File: src/rtl/down_counter_timer_pkg.sv
// Shared types and helpers for the down counter timer.
// Optional prescaler is enabled with DOWN_COUNTER_TIMER_PRESCALE_EN.
package down_counter_timer_pkg;

  // Controller state, 1-bit encoded
  typedef enum logic [0:0] {
    IDLE = 1'b0,
    RUN  = 1'b1
  } state_t;

  // Prescaler counter width: $clog2(prescale), never below one bit
  function automatic int unsigned ps_width(input int unsigned prescale);
    int unsigned w;
    w = $clog2(prescale);
    return (w < 1) ? 1 : w;
  endfunction

endpackage

File: src/rtl/down_counter_prescaler.sv
// Count-enable divisor: ticks on every PRESCALE-th en-high cycle.
// Only instantiated when DOWN_COUNTER_TIMER_PRESCALE_EN is defined.
module down_counter_prescaler
  import down_counter_timer_pkg::*;
#(
  parameter int unsigned PRESCALE = 4
) (
  input  logic c,
  input  logic r,
  input  logic clr,
  input  logic en,
  output logic tick
);

  localparam int unsigned PW = ps_width(PRESCALE);
  localparam logic [PW-1:0] LAST = PW'(PRESCALE - 1);

  logic [PW-1:0] cnt;

  // Tick on the en-high cycle in which the count wraps
  assign tick = en && (cnt == LAST);

  // En-high cycle counter 0..PRESCALE-1; load clears it, en low freezes it
  always_ff @(posedge c or posedge r) begin
    if (r) begin
      cnt <= '0;
    end else if (clr) begin
      cnt <= '0;
    end else if (en) begin
      cnt <= tick ? '0 : cnt + PW'(1);
    end
  end

endmodule

File: src/rtl/down_counter_timer.sv
// Loadable down counter with terminal-count pulse, one-shot or auto-reload.
// Define DOWN_COUNTER_TIMER_PRESCALE_EN to divide the count enable by PRESCALE.
module down_counter_timer
  import down_counter_timer_pkg::*;
#(
  parameter int unsigned WIDTH    = 4,
  parameter int unsigned PRESCALE = 4
) (
  input  logic             c,
  input  logic             r,
  input  logic             load,
  input  logic [WIDTH-1:0] d,
  input  logic             en,
  input  logic             auto,
  output logic [WIDTH-1:0] o,
  output logic             tc,
  output logic             busy
);

  state_t           state, next_state;
  logic [WIDTH-1:0] reload, next_reload;
  logic [WIDTH-1:0] next_o;
  logic             next_tc;
  logic             step_c;

  // Parameter sanity: empty blocks only exist for illegal settings
  if (WIDTH < 2) begin : g_width_invalid
  end
  if (PRESCALE < 1) begin : g_prescale_invalid
  end

`ifdef DOWN_COUNTER_TIMER_PRESCALE_EN
  logic ps_tick;

  down_counter_prescaler #(
    .PRESCALE (PRESCALE)
  ) u_prescaler (
    .c    (c),
    .r    (r),
    .clr  (load),
    .en   (en),
    .tick (ps_tick)
  );

  assign step_c = en && ps_tick;
`else
  assign step_c = en;
`endif

  // Next state and next outputs; load beats counting
  always_comb begin
    next_state  = state;
    next_reload = reload;
    next_o      = o;
    next_tc     = 1'b0;
    if (load) begin
      next_o      = d;
      next_reload = d;
      next_state  = (d != '0) ? RUN : IDLE;
    end else if ((state == RUN) && step_c) begin
      if (o > WIDTH'(1)) begin
        next_o = o - WIDTH'(1);
      end else begin
        next_tc = 1'b1;
        if (auto) begin
          next_o = reload;
        end else begin
          next_o     = '0;
          next_state = IDLE;
        end
      end
    end
  end

  // State and registered outputs
  always_ff @(posedge c or posedge r) begin
    if (r) begin
      state  <= IDLE;
      reload <= '0;
      o      <= '0;
      tc     <= 1'b0;
      busy   <= 1'b0;
    end else begin
      state  <= next_state;
      reload <= next_reload;
      o      <= next_o;
      tc     <= next_tc;
      busy   <= (next_state == RUN);
    end
  end

endmodule

File: config.mk
export PLATFORM = sky130hd
export DESIGN_NAME = down_counter_timer
export DESIGN_NICKNAME = d
export VERILOG_FILES = /design/src/rtl/down_counter_timer_pkg.sv /design/src/rtl/down_counter_prescaler.sv /design/src/rtl/down_counter_timer.sv
export SDC_FILE = /design/constraint.sdc
export NUM_CORES = 1
export LEC_CHECK = 0
export BUFFER_PORTS_ARGS = -buffer_cell sky130_fd_sc_hd__buf_2
export CAP_MARGIN = 0
export CORE_UTILIZATION = 23
export DETAILED_ROUTE_END_ITERATION = 6
export GPL_TIMING_DRIVEN = 0
export PLACE_DENSITY = 0.38
export SLEW_MARGIN = 0
export SYNTH_ARGS = -nofsm -noshare
export SYNTH_HDL_FRONTEND = slang
export SYNTH_SLANG_ARGS = --single-unit
export TNS_END_PERCENT = 1
File: constraint.sdc
create_clock -name c -period 1.9 [get_ports c]
set_input_delay 0.38 -clock c [delete_from_list [all_inputs] [get_ports c]]
set_output_delay 0.38 -clock c [all_outputs]
set_load 0.02 [all_outputs]
# ---- Yosys cells after proc, flatten, opt, wreduce, memory -nomap -nowiden
# Index checks and enable logic that the tools add are counted.
dict set report totals {
  register_bits 10
  in_bits 9
  out_inout_bits 6
  elab_cells 24
}
dict set report classes {
  n_eq_ne 2
  muxes 12
  n_reduce_logical 4
  n_addsub 1
  n_lt_le_gt_ge 1
}
# cell count
set ops {}
lappend ops {{4-bit two-way mux} 4}
lappend ops {{1-bit two-way mux} 8}
lappend ops {{4-bit by 1-bit > comparator with 1-bit output, second input constant} 1}
lappend ops {{2-bit != test, second input constant} 2}
lappend ops {{4-bit nonzero test} 1}
lappend ops {{4-bit by 1-bit subtractor with 4-bit output, second input constant} 1}
lappend ops {{3-bit AND reduction} 1}
lappend ops {{2-bit nonzero test} 1}
lappend ops {{1-bit logical AND} 1}

# ---- Longest topological paths before layout
# Gate-level depths: netlist of the first run.
dict set report logic_depth {
  ltp_word 4
  ltp_mapped 7
  ltp_nobuf 6
}

# ---- Worst setup path before layout of the first run
# OpenSTA, ideal clock, no wires.
dict set report synth_timing {
  path_type {register -> register}
  start {register o[0]}
  end {register o[0]}
  path_stages_with_launch 8
  required_ps 1824
  n_path_buf 1
  setup_ps 76
  arrival_time_ps 1614
  path_slack_ps 210
  cell_sequence {dfrtp_1 inv_1 ha_1 or2_1 buf_6 a211o_1 o311a_1 o21ai_1}
}
dict set report synth_between {
  elab_chain_len 4
  elab_cells_between_ends 5
}
# element line
set synth_lines {}
lappend synth_lines {{start, declared} down_counter_timer.sv:15} ;# output logic [WIDTH-1:0] o,
lappend synth_lines {{start signal, assigned} down_counter_timer.sv:86} ;# o <= next_o;
lappend synth_lines {{4-bit by 1-bit subtractor with 4-bit output or 4-bit by 1-bit > comparator with 1-bit output (tied branches)} {down_counter_timer.sv:62, down_counter_timer.sv:61}}
lappend synth_lines {{4-bit two-way mux *} down_counter_timer.sv:61} ;# if (o > WIDTH'(1)) begin
lappend synth_lines {{4-bit two-way mux *} down_counter_timer.sv:60} ;# end else if ((state == RUN) && step_c) begin
lappend synth_lines {{4-bit two-way mux *} down_counter_timer.sv:56} ;# if (load) begin
# Every way passes the cells marked *; elsewhere a longest branch is shown, timed or not. The select of a mux whose other input is x is not followed.
# A chain may end at the register's enable or synchronous reset.

# ---- Worst setup path in the final report of the first run
# Ends and elaborated chain as after synthesis.

==> metrics, run 1 <==
final setup fails=0; relative slew slack=73.2%; RR Endpoint=o[0]; share of cells above drive strength 1=28.6%; RSZ-0062 raised after global routing=false; CP Class=flip-flop to flip-flop; post-placement cell area=around 660 um^2; gr ovfl total=0; Max Fclk=around 600 MHz; clk_lat worst skew=around 270 ps; first-pass GRT wire length=roughly 2300 um; Yosys cell types=26; Slew Limit Fails=0; Avg Cell Area, Syn=around 9.4 um^2; fin crit period=approximately 1700 ps; CP Buf/Inv Count=2; Longest Clk Path Bufs=2; H-tree levels=1; endpoints failing hold=0; most frequent cells in the layout=15 x buf_2, 10 x dfrtp_1, 9 x a21oi_1; Final Skew=between 1.5 and 2 ps; status=completed; Cells after Synth=between 50 and 60; die width=between 50 and 60 um; nets=between 80 and 90; cts repair resizes=0; syn nets=70; antenna violations before repair=0; CTS Root Buffer Type=clkbuf_4; routed wire length=1370 um; largest stage delay on the critical path=roughly 440 ps; drt drc=0; 1st-pass router iterations=4; P&R area growth vs syn=25.5%; Post-CTS Setup Repair Bufs=0; Post-DRT Antenna Nets=0; number of synthesized register bits=10; Vias/cell=approximately 4.8; number of port buffers=14; Reg clk slew, reported paths=around 70 ps; Hold Buf Count CTS=0; Mapped Area=between 500 and 600 um^2; io pins=15; max-cap violations=0; CP top delay family=compound AO/OA/AOI/OAI gates; Power per Cell Area=between 800 and 900 mW/mm^2; GPL Wtd Cong=just over 0.7; largest net degree at the start of global routing=11; initial core utilization=24.6%; post-layout instance area=697 um^2; TritonCTS clock tree=done; crit path cell chain=inv_1 > ha_1 > or2_1 > buf_6 > a211o_1 > o311a_1 > o21ai_1; sequential element share of the synthesized area=between 40% and 50%; R2R cell count=7; num rows=17; leakage=roughly 0.32 nW; die height=51.1 um; setup TNS=0 ps; internal reg-to-reg setup slack=between 200 and 250 ps; vias in the first global route=~520; DRT iter0 DRCs=12; die footprint=approximately 0.0026 mm^2; via count=506; synth warn=0; GRT Util Overall=roughly an eighth; Hold Path Class=primary input to async pin; CP max FO=6; Worst Setup End Kind=flip-flop; Startpoint Class=flip-flop; core area=0.00225 mm^2; diode count=0; Critical R2R Launch=o[0]; Worst-Margin Slew=401 ps; Routed wire per std cell=between 10 and 15 um; most common cell after layout, fill and taps aside=buf_2; CTS sink cnt=10; period utilization=between 80 and 90%; CTS buffer count=3; worst-path cell with the longest stage delay=dfrtp_1; WP data arrival=around 1900 ps; HPWL after DPL=roughly 1000 um; Worst EP required=about 2100 ps; Worst VDD drop=0.281 mV
-- worst register-to-register path, cell delays in order, from the launching register on --
cell	delay, ps
dfrtp_1	440
inv_1	90
ha_1	230
or2_1	240
buf_6	130
a211o_1	250
o311a_1	120
o21ai_1	110
-- where the power goes --
group | switching [mW] | total, mW | leakage, nW | internal (mW)
Clock | 0.0783 | 0.195 | 0.0210 | 0.116
Sequential | 0.0270 | 0.263 | 0.118 | 0.236
Combinational | 0.0961 | 0.165 | 0.182 | 0.0690
-- flip-flops by register name, summed over array words and instances, names as in the netlist --
| name | flops |
|---|---|
| o | 4 |
| reload | 4 |
| state | 1 |
| tc | 1 |
-- logic make-up (layout without fill, tap and decap cells) --
group / count (synthesis) / count (layout) / synth area share, %
buf+inv: 9 / 27 / 7.66
compound gates: 21 / 21 / 24.6
mux: 2 / 2 / 4.05
simple gates: 15 / 15 / 14.2
fa+ha+maj: 2 / 2 / 4.50
flops: 10 / 10 / 45.0
-- Yosys cell counts --
library cell,count,area [um^2]
a22oi_1,1,7.51
inv_1,7,26.3
nor2b_1,1,6.26
o21ai_1,3,15.0
nor3_1,2,10.0
nand3_1,1,5.00
nand2_2,1,6.26
a211o_1,1,8.76
o41ai_1,1,8.76
dfrtp_1,10,250
a21oi_1,9,45.0
a221oi_1,1,8.76
o311a_1,1,10.0
a211oi_1,1,7.51
nand2_1,6,22.5
nor2_2,1,6.26
o31ai_1,1,7.51
ha_1,2,25.0
o311ai_1,1,8.76
buf_6,1,11.3
or4_1,1,7.51
a41oi_1,1,8.76
mux2_1,2,22.5
nand4b_1,1,8.76
buf_2,1,5.00
or2_1,1,6.26
-- how the worst max path moves through the flow --
stage | from | endpoint | slack [ps] | depth (start not counted)
6_report | o[0] | o[0] | 230 | 7
5_1_grt | o[0] | o[0] | 110 | 7
4_1_cts | o[0] | o[0] | 210 | 7
3_5_place_dp | o[0] | o[0] | 220 | 7
3_3_place_gp | o[0] | o[0] | 210 | 7
2_1_floorplan | o[0] | o[0] | 210 | 7
-- metal layers --
metal	track usage (%)	vias up	share of wire, %
met2	18.4	16	46
met4	8.33	0	2.7
li1	-	251	-
met3	2.08	5	5.3
met5	0	-	0
met1	16.0	234	46
-- per-stage QoR --
| stage | power, mW | cells | setup slack (ps) | hold slack [ps] | utilization [%] |
|---|---|---|---|---|---|
| floorplan | 0.377 | 59 | 210 | 220 | - |
| global placement | 0.437 | 101 | 214 | 403 | 29.3 |
| detailed placement | 0.434 | 101 | 225 | 396 | 29.3 |
| CTS | 0.634 | 105 | 207 | 95.1 | 30.9 |
| global route | 0.658 | 105 | 106 | 119 | 30.9 |
| finish | 0.623 | 105 | 234 | 81.3 | 30.9 |
-- final cells by class --
type | instances | area (um^2)
Fill cell | 269 | 1560
Multi-Input combinational cell | 40 | 263
Sequential cell | 10 | 250
Timing Repair Buffer | 14 | 70.1
Clock buffer | 4 | 36.3
Tap cell | 28 | 35.0
Inverter | 7 | 26.3
Buffer | 2 | 16.3
(Power assumes the default switching activity.)
==> run 2: changes to the inputs <==
- RECOVER_POWER: default -> 100
==> metrics, run 2 (synthesis results as in run 1) <==
setup TNS=0 ps; die footprint=approximately 0.0026 mm^2; Worst VDD drop=approximately 0.28 mV; Max Fclk=589 MHz; WP data arrival=1890 ps; clk_lat worst skew=~270 ps; initial core utilization=24.6%; number of port buffers=14; gr ovfl total=0; Worst EP required=2090 ps; num rows=17; CP Class=flip-flop to flip-flop; Hold Path Class=primary input to async pin; pre-CTS setup slack=225 ps; Critical R2R Launch=o[0]; HPWL after DPL=~1000 um; Vias/cell=between 4 and 5; GRT Util Overall=approximately 12%; Post-DRT Antenna Nets=0; final setup fails=0; Routed wire per std cell=~13 um; most common cell after layout, fill and taps aside=dfrtp_1; internal reg-to-reg setup slack=between 200 and 250 ps; share of cells above drive strength 1=18.2%; biggest regs=o: 4 flops, reload: 4 flops; P&R area growth vs syn=23.6%; antenna violations before repair=0; endpoints failing hold=0; DRT iter0 DRCs=16; 1st-pass router iterations=4; Longest Clk Path Bufs=2; vias in the first global route=518; Final Skew=0.853 ps; R2R cell count=7; Worst Setup End Kind=flip-flop; leakage=0.299 nW; largest net degree at the start of global routing=11; nets=89; CP max FO=6; first-pass GRT wire length=2300 um; RSZ-0062 raised after global routing=false; status=completed; fin crit period=roughly 1700 ps; die height=about 51 um; relative slew slack=a little under three quarters; GPL Wtd Cong=roughly 0.73; cts repair resizes=0; period utilization=approximately nine tenths; TritonCTS clock tree=done; Post-CTS Setup Repair Bufs=0; Placed Cells incl. Taps=between 100 and 150; most frequent cells in the layout=10 x dfrtp_1, 9 x a21oi_1, 8 x clkbuf_1; routed wire length=1370 um; die width=51.1 um; Worst-Margin Slew=approximately 430 ps; Reg clk slew, reported paths=about 70 ps; CTS sink cnt=10; drt drc=0; max-cap violations=0; CTS Root Buffer Type=clkbuf_4; fin cells=between 100 and 150; Hold Buf Count CTS=0; via count=517; RR Endpoint=o[0]; H-tree levels=1; CTS buffer count=3; Slew Limit Fails=0; io pins=15; Startpoint Class=flip-flop; final core occ=roughly 30%; diode count=0; post-placement cell area=roughly 660 um^2; fill cell total of the finished layout=270; final setup margin=between 200 and 250 ps; core area=around 0.0023 mm^2; post-layout instance area=slightly below 700 um^2; Power per Cell Area=899 mW/mm^2
==> run 2: worst max-delay path by stage <==
stage                 to  cells past startpoint  slack [ps]  startpoint
floorplan           o[0]                      7         210        o[0]
global placement    o[0]                      7         210        o[0]
detailed placement  o[0]                      7         220        o[0]
CTS                 o[0]                      7         210        o[0]
global route        o[0]                      7          60        o[0]
finish              o[0]                      7         200        o[0]
==> run 2: power by group <==
part	internal, mW	switching (mW)	leakage [nW]	total, mW
Combinational	0.0638	0.0956	0.160	0.159
Clock	0.116	0.0788	0.0210	0.195
Sequential	0.236	0.0273	0.118	0.263
Total	0.416	0.202	0.299	0.618
==> run 2: final cells by class <==
type / instances / area (um^2) / area share, %
Inverter: 7 / 26.3 / 3.83
Timing Repair Buffer: 14 / 61.3 / 8.93
Buffer: 2 / 15.0 / 2.19
Clock buffer: 4 / 36.3 / 5.28
Sequential cell: 10 / 250 / 36.4
Multi-Input combinational cell: 40 / 263 / 38.3
Tap cell: 28 / 35.0 / 5.10
==> run 2: per-layer routing <==
metal | wire, um | up-vias | global-route usage, %
li1 | - | 252 | -
met1 | 633 | 239 | 16.0
met2 | 618 | 21 | 18.4
met3 | 78 | 5 | 2.08
met4 | 37 | 0 | 8.33
met5 | 0 | - | 0
==> run 2: worst max-delay path, cell delays in order (launching register included) <==
cell	delay, ps
dfrtp_1	440
inv_1	90
ha_1	230
or2_1	240
buf_6	130
a211o_1	250
o311a_1	120
o21ai_0	130
==> run 2: metrics by stage <==
stage / power, mW / hold WS, ps
floorplan: 0.377 / 220
global placement: 0.437 / 403
detailed placement: 0.434 / 396
CTS: 0.634 / 95.1
global route: 0.652 / 119
finish: 0.618 / 80.9
==> run 3: changes to the inputs <==
- CTS_BUF_LIST: default -> sky130_fd_sc_hd__clkbuf_16
==> metrics, run 3 (synthesis results as in run 1) <==
status=completed; Max Fclk=between 500 and 600 MHz; Hold Path Class=primary input to async pin; first-pass GRT wire length=~2300 um; largest net degree at the start of global routing=11; 1st-pass router iterations=4; biggest regs=o: 4 flops, reload: 4 flops; cts repair resizes=0; Power per Cell Area=1090 mW/mm^2; fin crit period=1690 ps; CTS buffer count=3; GPL Wtd Cong=a little over 0.7; Slew Limit Fails=0; initial core utilization=24.6%; max-cap violations=0; die width=a little over 50 um; die height=51.1 um; H-tree levels=1; Hold Buf Count CTS=0; RSZ-0062 raised after global routing=false; Vias/cell=4.83; WP data arrival=about 1800 ps; via count=between 500 and 600; number of port buffers=14; num rows=17; Worst Setup End Kind=flip-flop; Reg clk slew, reported paths=around 40 ps; Post-CTS Setup Repair Bufs=0; Worst-Margin Slew=~440 ps; Startpoint Class=flip-flop; antenna violations before repair=0; gr ovfl total=0; leakage=roughly 0.32 nW; CP Class=flip-flop to flip-flop; HPWL after DPL=just over 1000 um; CTS Root Buffer Type=clkbuf_16; WHS=about 120 ps; final setup fails=0; P&R area growth vs syn=31.3%; nets=a little under 90; GRT Util Overall=between 10% and 20%; most frequent cells in the layout=10 x dfrtp_1, 9 x a21oi_1, 8 x clkbuf_1; fill cell total of the finished layout=around 270; clk_lat worst skew=230 ps; endpoints failing hold=0; Final Skew=about 0.53 ps; Post-DRT Antenna Nets=0; Multi-input gate area=about 260 um^2; routed wire length=roughly 1400 um; FF+latch area=between 200 and 300 um^2; io pins=15; DRT iter0 DRCs=17; share of cells above drive strength 1=between 10% and 20%; diode count=0; Worst EP required=slightly above 2000 ps; Worst VDD drop=0.414 mV; setup TNS=0 ps; Longest Clk Path Bufs=2; relative slew slack=between 70 and 80%; period utilization=88.9%; Routed wire per std cell=~13 um; most common cell after layout, fill and taps aside=dfrtp_1; die footprint=0.00262 mm^2; CP max FO=6; CTS sink cnt=10; core area=0.00225 mm^2; drt drc=0; vias in the first global route=between 500 and 600; TritonCTS clock tree=done
## run 3: changes by cell type in the layout (fill, tap and decap cells not counted)
cell / previous run / this run
clkbuf_16: 0 / 3
clkbuf_4: 3 / 0
clkbuf_8: 1 / 0
clkinv_1: 0 / 1
## run 3: metal layers
metal | share of wire [%] | vias up | GRT usage (%)
met4 | 0.73 | 0 | 8.33
met2 | 48 | 15 | 18.4
met5 | 0 | - | 0
li1 | - | 251 | -
met1 | 46 | 239 | 16.2
met3 | 6.0 | 2 | 2.98
## run 3: stage by stage
step	area, um^2	worst slack, ps	utilization, %	total power [mW]	instances
2_1_floorplan	556	210	-	0.377	59
3_3_place_gp	661	214	29.3	0.437	101
5_1_grt	729	66.3	32.4	0.837	105
3_5_place_dp	661	225	29.3	0.434	101
4_1_cts	739	214	32.8	0.816	105
6_report	729	210	32.4	0.797	105
## run 3: area by class of cell
type                    instances  area share (%)
flip-flops and latches         10            34.3
well taps                      28            4.80
inverters                       7            3.60
multi-input cells              40            36.0
plain buffers                   2            2.06
clock inverters                 1           0.515
clock buffers                   3            10.3
repair buffers                 14            8.40
## run 3: report_power, final
| group | total (mW) | internal, mW | switching (mW) |
|---|---|---|---|
| sequential | 0.264 | 0.237 | 0.0272 |
| clock | 0.374 | 0.276 | 0.0979 |
| combinational | 0.159 | 0.0638 | 0.0955 |
| total | 0.797 | 0.577 | 0.221 |
## run 3: path summary, 6_finish.rpt
path                       slack (ps)  cells past startpoint   endpoint       from
setup / recovery                  210                      7       o[0]       o[0]
hold / removal                    120                      2  reload[0]          r
setup reg to reg                  210                      7       o[0]       o[0]
hold reg to reg                   490                      1  reload[3]  reload[3]
max in group asynchronous        1500                      2         tc          r
min in group c                    380                      2  reload[2]       d[2]
## run 3: worst max-delay path, cell delays in order, from the launching register on
cell	delay [ps]
dfrtp_1	430
inv_1	90
ha_1	230
or2_1	240
buf_6	130
a211o_1	250
o311a_1	120
o21ai_0	130
